**config.mk**
```make
export PLATFORM = sky130hd
export DESIGN_NAME = fifo_rr_frame_arb
export DESIGN_NICKNAME = d
export VERILOG_FILES = /design/src/rtl/fifo_rr_frame_arb_pkg.sv /design/src/rtl/fifo_rr_frame_arb_rr_pick.sv /design/src/rtl/fifo_rr_frame_arb.sv
export SDC_FILE = /design/constraint.sdc
export NUM_CORES = 1
export LEC_CHECK = 0
export ABC_AREA = 1
export BUFFER_PORTS_ARGS = -buffer_cell sky130_fd_sc_hd__buf_2
export CORE_ASPECT_RATIO = 1.1
export CORE_MARGIN = 2
export CORE_UTILIZATION = 44
export DETAILED_ROUTE_END_ITERATION = 12
export PLACE_DENSITY = 0.88
export SYNTH_ARGS = -nofsm -noshare
export SYNTH_HDL_FRONTEND = slang
export SYNTH_SLANG_ARGS = --single-unit
```
**constraint.sdc**
```tcl
create_clock -name CLK -period 2.8 [get_ports CLK]
set_clock_uncertainty 0.2 [all_clocks]
set_input_delay 0.7 -clock CLK [delete_from_list [all_inputs] [get_ports CLK]]
set_output_delay 0.7 -clock CLK [all_outputs]
set_load 0.05 [all_outputs]
```
**src/rtl/fifo_rr_frame_arb_pkg.sv**
```systemverilog
// Shared types and helpers for the frame-level round-robin FIFO arbiter.
package fifo_rr_frame_arb_pkg;

  // Controller states; encodings are fixed so they read the same in any waveform viewer.
  typedef enum logic [1:0] {
    ST_IDLE = 2'd0,
    ST_XFER = 2'd1,
    ST_DROP = 2'd2
  } state_t;

  // Bit index of the end-of-frame flag inside a FIFO word.
  function automatic int last_bit(input int width);
    return width - 1;
  endfunction

  // Ceiling log2, used to size index and counter fields from the parameters.
  function automatic int clog2(input int value);
    int r;
    r = 0;
    while ((1 << r) < value) begin
      r = r + 1;
    end
    return r;
  endfunction

endpackage

```
**src/rtl/fifo_rr_frame_arb_rr_pick.sv**
```systemverilog
// Rotate-priority selector: the first requesting port above last_grant wins, wrapping.
module fifo_rr_frame_arb_rr_pick #(
  parameter int C_NUM_PORTS = 4,
  parameter int C_PORT_BITS = 2
) (
  input  logic [C_NUM_PORTS-1:0] req,
  input  logic [C_PORT_BITS-1:0] last_grant,
  output logic [C_PORT_BITS-1:0] grant,
  output logic                   any
);

  // Scan offsets from farthest to nearest so the nearest requester overwrites the rest.
  always_comb begin
    int                   idx;
    logic [C_PORT_BITS-1:0] pidx;
    grant = '0;
    any   = 1'b0;
    idx   = 0;
    pidx  = '0;
    for (int k = C_NUM_PORTS; k >= 1; k--) begin
      idx = int'(last_grant) + k;
      if (idx >= C_NUM_PORTS) begin
        idx = idx - C_NUM_PORTS;
      end
      pidx = C_PORT_BITS'(idx);
      if (req[pidx]) begin
        grant = pidx;
        any   = 1'b1;
      end
    end
  end

endmodule

```
**src/rtl/fifo_rr_frame_arb.sv**
```systemverilog
// Frame-level round-robin arbiter draining FWFT FIFO read ports into one
// valid/ready stream, with per-frame word limit and discard of the overflow.
module fifo_rr_frame_arb
  import fifo_rr_frame_arb_pkg::*;
#(
  parameter int C_NUM_PORTS = 4,
  parameter int C_WIDTH     = 33,
  parameter int C_MAX_WORDS = 1024,
  parameter int C_PORT_BITS = clog2(C_NUM_PORTS),
  parameter int C_CNT_BITS  = clog2(C_MAX_WORDS + 1)
) (
  input  logic                           CLK,
  input  logic                           RST,
  input  logic [C_NUM_PORTS-1:0]         PORT_EN,
  input  logic [C_NUM_PORTS*C_WIDTH-1:0] FIFO_DATA,
  input  logic [C_NUM_PORTS-1:0]         FIFO_EMPTY,
  output logic [C_NUM_PORTS-1:0]         FIFO_RD_EN,
  output logic [C_WIDTH-2:0]             OUT_DATA,
  output logic                           OUT_LAST,
  output logic                           OUT_VALID,
  input  logic                           OUT_READY,
  output logic [C_PORT_BITS-1:0]         OUT_SRC,
  output logic                           TRUNC,
  output logic                           BUSY
);

  localparam int                    LAST_BIT = last_bit(C_WIDTH);
  localparam logic [C_CNT_BITS-1:0] LIMIT    = C_CNT_BITS'(C_MAX_WORDS - 1);

  state_t                  state_reg;
  logic [C_PORT_BITS-1:0]  grant_reg;
  logic [C_PORT_BITS-1:0]  last_grant_reg;
  logic [C_CNT_BITS-1:0]   word_cnt_reg;
  logic                    trunc_reg;
  logic                    busy_reg;

  logic [C_WIDTH-1:0]      port_word [C_NUM_PORTS];
  logic [C_NUM_PORTS-1:0]  req;
  logic [C_PORT_BITS-1:0]  pick_grant;
  logic                    pick_any;
  logic [C_WIDTH-1:0]      sel_word;
  logic                    sel_empty;
  logic                    sel_last;
  logic                    at_limit;
  logic                    out_valid;
  logic                    beat;
  logic                    pop;

  // Unpack the concatenated FIFO bus and fan the single pop strobe out to the granted port.
  genvar gi;
  generate
    for (gi = 0; gi < C_NUM_PORTS; gi++) begin : g_port
      assign port_word[gi]  = FIFO_DATA[gi*C_WIDTH +: C_WIDTH];
      assign FIFO_RD_EN[gi] = pop && (grant_reg == C_PORT_BITS'(gi));
    end
  endgenerate

  assign req = ~FIFO_EMPTY & PORT_EN;

  fifo_rr_frame_arb_rr_pick #(
    .C_NUM_PORTS (C_NUM_PORTS),
    .C_PORT_BITS (C_PORT_BITS)
  ) u_pick (
    .req        (req),
    .last_grant (last_grant_reg),
    .grant      (pick_grant),
    .any        (pick_any)
  );

  assign sel_word  = port_word[grant_reg];
  assign sel_empty = FIFO_EMPTY[grant_reg];
  assign sel_last  = sel_word[LAST_BIT];
  assign at_limit  = (word_cnt_reg == LIMIT);
  assign out_valid = (state_reg == ST_XFER) && !sel_empty;
  assign beat      = out_valid && OUT_READY;

  assign OUT_VALID = out_valid;
  assign OUT_DATA  = sel_word[C_WIDTH-2:0];
  assign OUT_LAST  = out_valid && (sel_last || at_limit);
  assign OUT_SRC   = grant_reg;
  assign TRUNC     = trunc_reg;
  assign BUSY      = busy_reg;

  // Pop on accepted beats while forwarding; pop whatever is present while discarding.
  always_comb begin
    pop = 1'b0;
    case (state_reg)
      ST_XFER: pop = beat;
      ST_DROP: pop = !sel_empty;
      default: pop = 1'b0;
    endcase
  end

  // Frame controller: grant in IDLE, forward in XFER, discard the truncated tail in DROP.
  always_ff @(posedge CLK) begin
    if (RST) begin
      state_reg      <= ST_IDLE;
      grant_reg      <= '0;
      last_grant_reg <= C_PORT_BITS'(C_NUM_PORTS - 1);
      word_cnt_reg   <= '0;
      trunc_reg      <= 1'b0;
      busy_reg       <= 1'b0;
    end else begin
      trunc_reg <= 1'b0;
      case (state_reg)
        ST_IDLE: begin
          if (pick_any) begin
            grant_reg      <= pick_grant;
            last_grant_reg <= pick_grant;
            word_cnt_reg   <= '0;
            state_reg      <= ST_XFER;
            busy_reg       <= 1'b1;
          end
        end
        ST_XFER: begin
          if (beat) begin
            word_cnt_reg <= word_cnt_reg + C_CNT_BITS'(1);
            if (sel_last) begin
              // A real end flag on the limit word is a complete frame, not a truncation.
              state_reg <= ST_IDLE;
              busy_reg  <= 1'b0;
            end else if (at_limit) begin
              trunc_reg <= 1'b1;
              state_reg <= ST_DROP;
            end
          end
        end
        ST_DROP: begin
          if (!sel_empty && sel_last) begin
            state_reg <= ST_IDLE;
            busy_reg  <= 1'b0;
          end
        end
        default: begin
          state_reg <= ST_IDLE;
          busy_reg  <= 1'b0;
        end
      endcase
    end
  end

endmodule

```
==> PnR_summary.wiki, run 1 <==
{| class="wikitable"
! Metric !! Value
|-
| Class of the tightest hold or removal check || reg -> reg
|-
| Cell type with the highest aggregate area in the netlist || sky130_fd_sc_hd__nand3_1
|-
| Count of non-filler cells in the finished layout || 618
|-
| Startpoint of the worst hold path || BUSY
|-
| TritonCTS Sinks || 19
|-
| Effective utilization at floorplan || 46.37%
|-
| Leakage dissipation || 1.700 nW
|-
| Largest register FFs || 11
|-
| Worst Hold Path EP || BUSY
|-
| Syn Inst Count || 383
|-
| Pin count of the biggest net entering global routing || 45
|-
| Final routed wirelength across all metal layers || 9778 um
|-
| Share of the cycle needed by the critical path after routing || 98.41%
|-
| Post-placement cell area || 3343 um^2
|-
| Most frequently used cell type in the post-synthesis netlist || sky130_fd_sc_hd__nand3_1
|-
| Synth Area per Inst || 6.135 um^2
|-
| Site row count || 27
|-
| Antenna violations before repair || 0
|-
| Type of the setup path with the least slack || reg -> out
|-
| Cts-stage hold buffer count || 0
|-
| Depth of the worst register-to-register path || 10
|-
| Width of the die || 73.68 um
|-
| Leading post-synthesis cells by instance count || sky130_fd_sc_hd__nand3_1 (126), sky130_fd_sc_hd__nand2_1 (62), sky130_fd_sc_hd__a22oi_1 (31)
|-
| Synth area leaders || sky130_fd_sc_hd__nand3_1 (27%), sky130_fd_sc_hd__dfxtp_1 (16%), sky130_fd_sc_hd__a22oi_1 (9.9%)
|-
| Max IR drop VDD || 1168 uV
|-
| Buffer type at the clock tree root || sky130_fd_sc_hd__clkbuf_8
|-
| Number of hold violations in the final report || 0
|-
| Diodes inserted || 0
|-
| Category of the worst setup path capture point || output port
|-
| Most used flip-flop cell after synthesis || sky130_fd_sc_hd__dfxtp_1
|-
| Final Cell Area || 3526 um^2
|-
| Die height || 80.65 um
|-
| Number of warnings issued by yosys || 0
|-
| Post-layout min period || 2755 ps
|-
| Total instance count after detailed placement || 609
|-
| Req. time, crit path || 1900 ps
|-
| Clock Latency Late Sink || 270 ps
|-
| Post-DRT Antenna Nets || 0
|-
| Buffers on Ports || 184
|-
| Arrival time of the worst setup path || 1860 ps
|-
| Total via count after detailed routing || 3551
|-
| Max frequency || 0.3629 GHz
|-
| Post-Route M1 WL || 3751 um
|-
| Slew Viols, Final || 0
|-
| Number of nets produced by synthesis || 530
|-
| Register-to-register setup slack || 720 ps
|-
| Fraction of the yosys area taken by sequential cells || 16.19%
|-
| Count of routing violations after the opening detailed-route iteration || 199
|-
| Net total in the final layout || 708
|-
| Slew at the pin closest to its max-slew limit || 456.5 ps
|-
| Wire length on met3 || 995 um
|-
| Worst r2r src || last_grant_reg[0]
|-
| Synthesis-to-finish area growth || 50.05%
|-
| FF+latch count, synth || 19
|-
| CTS buffer count || 3
|-
| DPL Wire Length || 7566 um
|-
| Highest routed metal layer || met4
|-
| Boundary Pins || 185
|-
| Sort of element at the start of the critical path || flip-flop
|-
| Deepest clock path buffer count || 2
|-
| Number of enable-type register cells in the synthesized netlist || 0
|-
| Number of fillers in the final layout || 426
|-
| Asr flop ratio synth || 0%
|-
| Count of unique library cells instantiated by Yosys || 34
|-
| Drt pass-1 iters || 6
|-
| DR DRC count || 0
|-
| CORE AREA || 5067 um^2
|-
| Reg-to-Reg End || word_cnt_reg[0]
|-
| Vias in the first global route || 3158
|-
| CTS H-Tree Depth || 1
|-
| Routed wire length on met2 || 4888 um
|-
| Worst max-slew margin expressed relative to the limit || 69.56%
|-
| CP max FO || 44
|-
| Critical path startpoint || OUT_SRC[1]
|-
| Vias per cell || 5.746
|-
| Status || finished clean
|-
| Fraction of final layout cells with drive strength greater than 1 || 45.36%
|-
| Wire per inst || 15.82 um
|-
| Area share of the leading cell type in the synthesized netlist || 26.84%
|-
| Placer's final routability congestion estimate || 1.034
|-
| Overall global routing resource usage || 31.14%
|-
| Global-route wire length before repair || 14670 um
|-
| Die Footprint || 5942 um^2
|-
| Clock tree from TritonCTS || built
|-
| Cell area after synthesis || 2350 um^2
|-
| Post-route worst hold slack || 265.4 ps
|-
| Finish-stage setup viols || 0
|-
| Aggregate global routing overflow || 0
|-
| Reg clk slew, reported paths || 80 ps
|-
| Count of maximum capacitance violations || 0
|-
| Unrepaired setup endpoints after global routing || true
|-
| Number of cells on the worst hold path || 2
|-
| Power density of the placed cells || 1208 nW/um^2
|}
## metrics by stage
| stage | power, mW | util [%] | TNS, ps | worst slack [ps] |
|---|---|---|---|---|
| after floorplan | 3.067 | - | 0 | 9.232 |
| after global placement | 3.788 | 65.98 | -111.3 | -67.34 |
| after detailed placement | 3.839 | 65.98 | -193.9 | -105.4 |
| after CTS | 4.133 | 68.17 | 0 | 0.2449 |
| after global routing | 4.499 | 69.58 | -56.77 | -35.18 |
| final | 4.258 | 69.58 | 0 | 44.56 |
## cell type report
type                    instances  area (um^2)  share of cell area (%)
flip-flops and latches         19        387.9                   11.00
repair buffers                202         1127                   31.97
inverters                      23        88.84                   2.520
clock buffers                   4        45.04                   1.278
multi-input cells             312         1804                   51.17
well taps                      58        72.57                   2.058
## worst max-delay path, stage by stage, from the launching register on
cell	delay [ps]
sky130_fd_sc_hd__dfxtp_4	390
sky130_fd_sc_hd__buf_4	140
sky130_fd_sc_hd__buf_4	390
sky130_fd_sc_hd__nand3_1	220
sky130_fd_sc_hd__nand3_1	190
sky130_fd_sc_hd__buf_4	220
## logic make-up (layout without fill, tap and decap cells)
kind of cell | Yosys count | after routing | share of synthesized area (%)
DFF | 19 | 19 | 16.19
adders and majority gates | 4 | 4 | 2.130
xor gates and xnor gates | 8 | 8 | 2.982
AOI/OAI and AO/OA | 58 | 58 | 18.16
and+or+nand+nor | 242 | 242 | 50.37
buffers and inverters | 52 | 229 | 10.17
## power by group
group / switching (mW) / internal, mW / leakage [nW]
clock network: 0.105 / 0.102 / 0.0228
logic: 2.65 / 1.00 / 1.52
registers: 0.0786 / 0.321 / 0.156
total: 2.84 / 1.42 / 1.70
## layer usage
metal	vias up	GRT usage, %
met4	0	5.273
met1	1627	40.47
met2	209	52.41
met3	17	7.403
li1	1698	-
met5	-	0
## layout by cell type (no fill, tap or decap)
cell | netlist | layout
sky130_fd_sc_hd__nor2_1 | 20 | 18
sky130_fd_sc_hd__xor2_1 | 4 | 4
sky130_fd_sc_hd__clkbuf_4 | 0 | 2
sky130_fd_sc_hd__nor3_4 | 0 | 3
sky130_fd_sc_hd__nand3_2 | 2 | 3
sky130_fd_sc_hd__dfxtp_4 | 0 | 2
sky130_fd_sc_hd__nand2_2 | 11 | 13
sky130_fd_sc_hd__nor3_1 | 7 | 4
sky130_fd_sc_hd__a22oi_1 | 31 | 31
sky130_fd_sc_hd__buf_8 | 1 | 1
sky130_fd_sc_hd__buf_2 | 0 | 171
sky130_fd_sc_hd__o211ai_1 | 2 | 2
sky130_fd_sc_hd__nor4_1 | 1 | 1
sky130_fd_sc_hd__o21ai_4 | 0 | 1
sky130_fd_sc_hd__ha_1 | 4 | 4
sky130_fd_sc_hd__nand3_1 | 126 | 125
sky130_fd_sc_hd__inv_1 | 20 | 19
sky130_fd_sc_hd__a21boi_2 | 1 | 1
sky130_fd_sc_hd__buf_12 | 0 | 1
sky130_fd_sc_hd__inv_2 | 2 | 3
sky130_fd_sc_hd__xnor2_1 | 4 | 4
sky130_fd_sc_hd__nor2_4 | 3 | 5
sky130_fd_sc_hd__buf_6 | 2 | 5
sky130_fd_sc_hd__nand2_1 | 62 | 60
sky130_fd_sc_hd__clkbuf_1 | 20 | 1
sky130_fd_sc_hd__dfxtp_1 | 19 | 17
sky130_fd_sc_hd__a21oi_2 | 11 | 12
sky130_fd_sc_hd__o21ai_0 | 1 | 1
sky130_fd_sc_hd__o21bai_2 | 1 | 1
sky130_fd_sc_hd__nor3b_1 | 2 | 2
sky130_fd_sc_hd__nand4_1 | 4 | 4
sky130_fd_sc_hd__nor2_2 | 1 | 1
sky130_fd_sc_hd__clkbuf_8 | 0 | 3
sky130_fd_sc_hd__buf_4 | 4 | 22
sky130_fd_sc_hd__inv_4 | 1 | 1
sky130_fd_sc_hd__nand3_4 | 1 | 1
sky130_fd_sc_hd__or2_2 | 1 | 1
sky130_fd_sc_hd__nand2_4 | 1 | 1
sky130_fd_sc_hd__a21oi_1 | 10 | 9
## how the worst max path moves through the flow
| stage | endpoint | slack (ps) | cells past startpoint |
|---|---|---|---|
| floorplan | FIFO_RD_EN[0] | 9 | 7 |
| global placement | FIFO_RD_EN[0] | -70 | 9 |
| detailed placement | FIFO_RD_EN[0] | -110 | 9 |
| CTS | OUT_DATA[16] | 0.2 | 8 |
| global route | FIFO_RD_EN[2] | -40 | 9 |
| finish | OUT_DATA[12] | 40 | 5 |
## repair_timing
item,4_1_cts,5_1_grt
resized for setup,11,25
setup buffers,4,1
pin swaps,0,6
setup endpoints to repair,35,36
(Power assumes the default switching activity.)
==> run 2, diff against run 1 <==
--- a/config.mk
+++ b/config.mk
@@ -6,12 +6,11 @@
 export NUM_CORES = 1
 export LEC_CHECK = 0
 export ABC_AREA = 1
-export BUFFER_PORTS_ARGS = -buffer_cell sky130_fd_sc_hd__buf_2
 export CORE_ASPECT_RATIO = 1.1
 export CORE_MARGIN = 2
-export CORE_UTILIZATION = 44
+export CORE_UTILIZATION = 45
 export DETAILED_ROUTE_END_ITERATION = 12
-export PLACE_DENSITY = 0.88
+export DONT_BUFFER_PORTS = 1
 export SYNTH_ARGS = -nofsm -noshare
 export SYNTH_HDL_FRONTEND = slang
 export SYNTH_SLANG_ARGS = --single-unit
==> PnR_summary.wiki, run 2 (synthesis gave the netlist of run 1 again) <==
{| class="wikitable"
! Metric !! Value
|-
| Unrepaired setup endpoints after global routing || false
|-
| Max frequency || 0.3762 GHz (+3.7%)
|-
| Depth of the worst register-to-register path || 10 (unchanged)
|-
| Aggregate negative setup slack || 0 ps (unchanged)
|-
| Final routed wirelength across all metal layers || 8279 um (-15%)
|-
| Status || finished clean
|-
| Total via count after detailed routing || 2887 (-19%)
|-
| Die height || 79.79 um (-1.1%)
|-
| Req. time, crit path || 1900 ps (about the same)
|-
| Share of the cycle needed by the critical path after routing || 94.92% (-3.5 points)
|-
| DPL Wire Length || 6529 um (-14%)
|-
| Count of maximum capacitance violations || 0 (unchanged)
|-
| Startpoint of the worst hold path || state_reg[1]
|-
| Finish-stage setup viols || 0 (unchanged)
|-
| Vias in the first global route || 2448 (-22%)
|-
| Placer's final routability congestion estimate || 0.8805 (-15%)
|-
| Cts-stage hold buffer count || 0 (unchanged)
|-
| Max IR drop VDD || 867.3 uV (-26%)
|-
| Worst r2r src || last_grant_reg[0]
|-
| Largest register FFs || 11 (unchanged)
|-
| Class of the tightest hold or removal check || reg -> reg
|-
| Reg clk slew, reported paths || 80 ps (about the same)
|-
| Slew at the pin closest to its max-slew limit || 507.1 ps (+50.62 ps)
|-
| Boundary Pins || 185 (unchanged)
|-
| Buffer type at the clock tree root || sky130_fd_sc_hd__clkbuf_8
|-
| Effective utilization at floorplan || 46.68% (+0.31 points)
|-
| Final Cell Area || 2850 um^2 (-19%)
|-
| Most frequent cells in the layout || sky130_fd_sc_hd__nand3_1 (126), sky130_fd_sc_hd__nand2_1 (62), sky130_fd_sc_hd__buf_4 (43), sky130_fd_sc_hd__a22oi_1 (31), sky130_fd_sc_hd__inv_1 (20)
|-
| Width of the die || 72.90 um (-1.1%)
|-
| Buffers on Ports || 0 (-100%)
|-
| CORE AREA || 5034 um^2 (-0.67%)
|-
| Count of routing violations after the opening detailed-route iteration || 182 (-8.5%)
|-
| Antenna violations before repair || 0 (unchanged)
|-
| Worst max-slew margin expressed relative to the limit || 66.14% (-3.4 points)
|-
| Synthesis-to-finish area growth || 21.30%
|-
| Reg-to-Reg End || word_cnt_reg[0]
|-
| Global-route wire length before repair || 12520 um (-15%)
|-
| Post-route worst hold slack || 285.6 ps (+20.20 ps)
|-
| Deepest clock path buffer count || 2 (unchanged)
|-
| Overall global routing resource usage || 27.20% (-3.9 points)
|-
| Drt pass-1 iters || 5 (-1)
|-
| Number of cells on the worst hold path || 2 (unchanged)
|-
| Most common cell after layout, fill and taps aside || sky130_fd_sc_hd__nand3_1
|-
| CTS H-Tree Depth || 1 (unchanged)
|-
| Wire per inst || 17.73 um (+12%)
|-
| Category of the worst setup path capture point || output port
|-
| Arrival time of the worst setup path || 1760 ps (-100 ps)
|-
| Leakage dissipation || 1.124 nW (-34%)
|-
| Register-to-register setup slack || 710 ps (about the same)
|-
| Sort of element at the start of the critical path || flip-flop
|-
| DR DRC count || 0 (unchanged)
|-
| CP max FO || 7 (-84%)
|-
| Power density of the placed cells || 1458 nW/um^2 (+21%)
|-
| Post-DRT Antenna Nets || 0 (unchanged)
|-
| Type of the setup path with the least slack || reg -> out
|-
| Vias per cell || 6.182 (+7.6%)
|-
| Site row count || 27 (unchanged)
|-
| Pin count of the biggest net entering global routing || 41 (-8.9%)
|-
| CTS buffer count || 3 (unchanged)
|-
| Number of hold violations in the final report || 0 (unchanged)
|-
| Worst Hold Path EP || state_reg[1]
|-
| Slew Viols, Final || 0 (unchanged)
|-
| Net total in the final layout || 557 (-21%)
|-
| Aggregate global routing overflow || 0 (unchanged)
|-
| Die Footprint || 5817 um^2 (-2.1%)
|-
| Fraction of final layout cells with drive strength greater than 1 || 23.96% (-21 points)
|-
| Clock tree from TritonCTS || built
|-
| Diodes inserted || 0 (unchanged)
|-
| Post-placement cell area || 2768 um^2 (-17%)
|-
| Clock Latency Late Sink || 260 ps (about the same)
|-
| TritonCTS Sinks || 19 (unchanged)
|-
| Post-layout min period || 2658 ps (-97.62 ps)
|}
==> run 2: routing by layer <==
metal  GRT usage [%]  vias up  routed length, um
li1                -     1400                  -
met1           39.10     1315               3715
met2           42.18      160               3867
met3           3.914       12                577
met4           7.037        0                119
met5               0        -                  0
==> run 2: power by group <==
part,switching [mW],total (mW),internal [mW]
Combinational,2.52,3.54,1.02
Clock,0.0947,0.196,0.101
Sequential,0.0997,0.421,0.321
Total,2.71,4.16,1.44
==> run 2: through the flow <==
step | utilization [%] | std cells | setup WS [ps] | total power [mW]
4_1_cts | 56.08 | 465 | 52.19 | 4.106
5_1_grt | 56.62 | 467 | 26.32 | 4.382
3_3_place_gp | 54.98 | 461 | 156.1 | 3.876
2_1_floorplan | - | 383 | 9.232 | 3.067
6_report | 56.62 | 467 | 142.2 | 4.155
3_5_place_dp | 54.98 | 461 | 92.50 | 3.899
==> run 2: worst max-delay path, stage by stage, from the launching register on <==
cell,delay (ps)
sky130_fd_sc_hd__dfxtp_4,380
sky130_fd_sc_hd__buf_4,150
sky130_fd_sc_hd__nand3_1,70
sky130_fd_sc_hd__nand2_1,60
sky130_fd_sc_hd__nor2_2,140
sky130_fd_sc_hd__nand2_1,120
sky130_fd_sc_hd__nor2_4,130
sky130_fd_sc_hd__o21ai_4,120
sky130_fd_sc_hd__nor3_4,170
sky130_fd_sc_hd__buf_12,160
==> run 2: worst max-delay path by stage <==
stage	start	to	slack [ps]
4_1_cts	OUT_SRC[1]	FIFO_RD_EN[0]	50
3_3_place_gp	FIFO_EMPTY[2]	FIFO_RD_EN[0]	160
6_report	OUT_SRC[0]	FIFO_RD_EN[0]	140
3_5_place_dp	FIFO_EMPTY[2]	FIFO_RD_EN[0]	90
2_1_floorplan	FIFO_EMPTY[2]	FIFO_RD_EN[0]	9
5_1_grt	OUT_SRC[0]	OUT_LAST	30
==> run 2: timing repair <==
| item | in CTS | in global routing |
|---|---|---|
| endpoints found under the setup margin | 1 | 4 |
| setup buffers | 0 | 2 |
| gates resized for setup | 2 | 3 |
| pin swaps | 0 | 1 |
==> run 2: layout make-up <==
class                           instances  area (um^2)
Fill cell                             493         2183
Tap cell                               58        72.57
Timing Repair Buffer                   51        465.4
Inverter                               23        88.84
Multi-Input combinational cell        312         1790
Clock buffer                            4        45.04
Sequential cell                        19        387.9
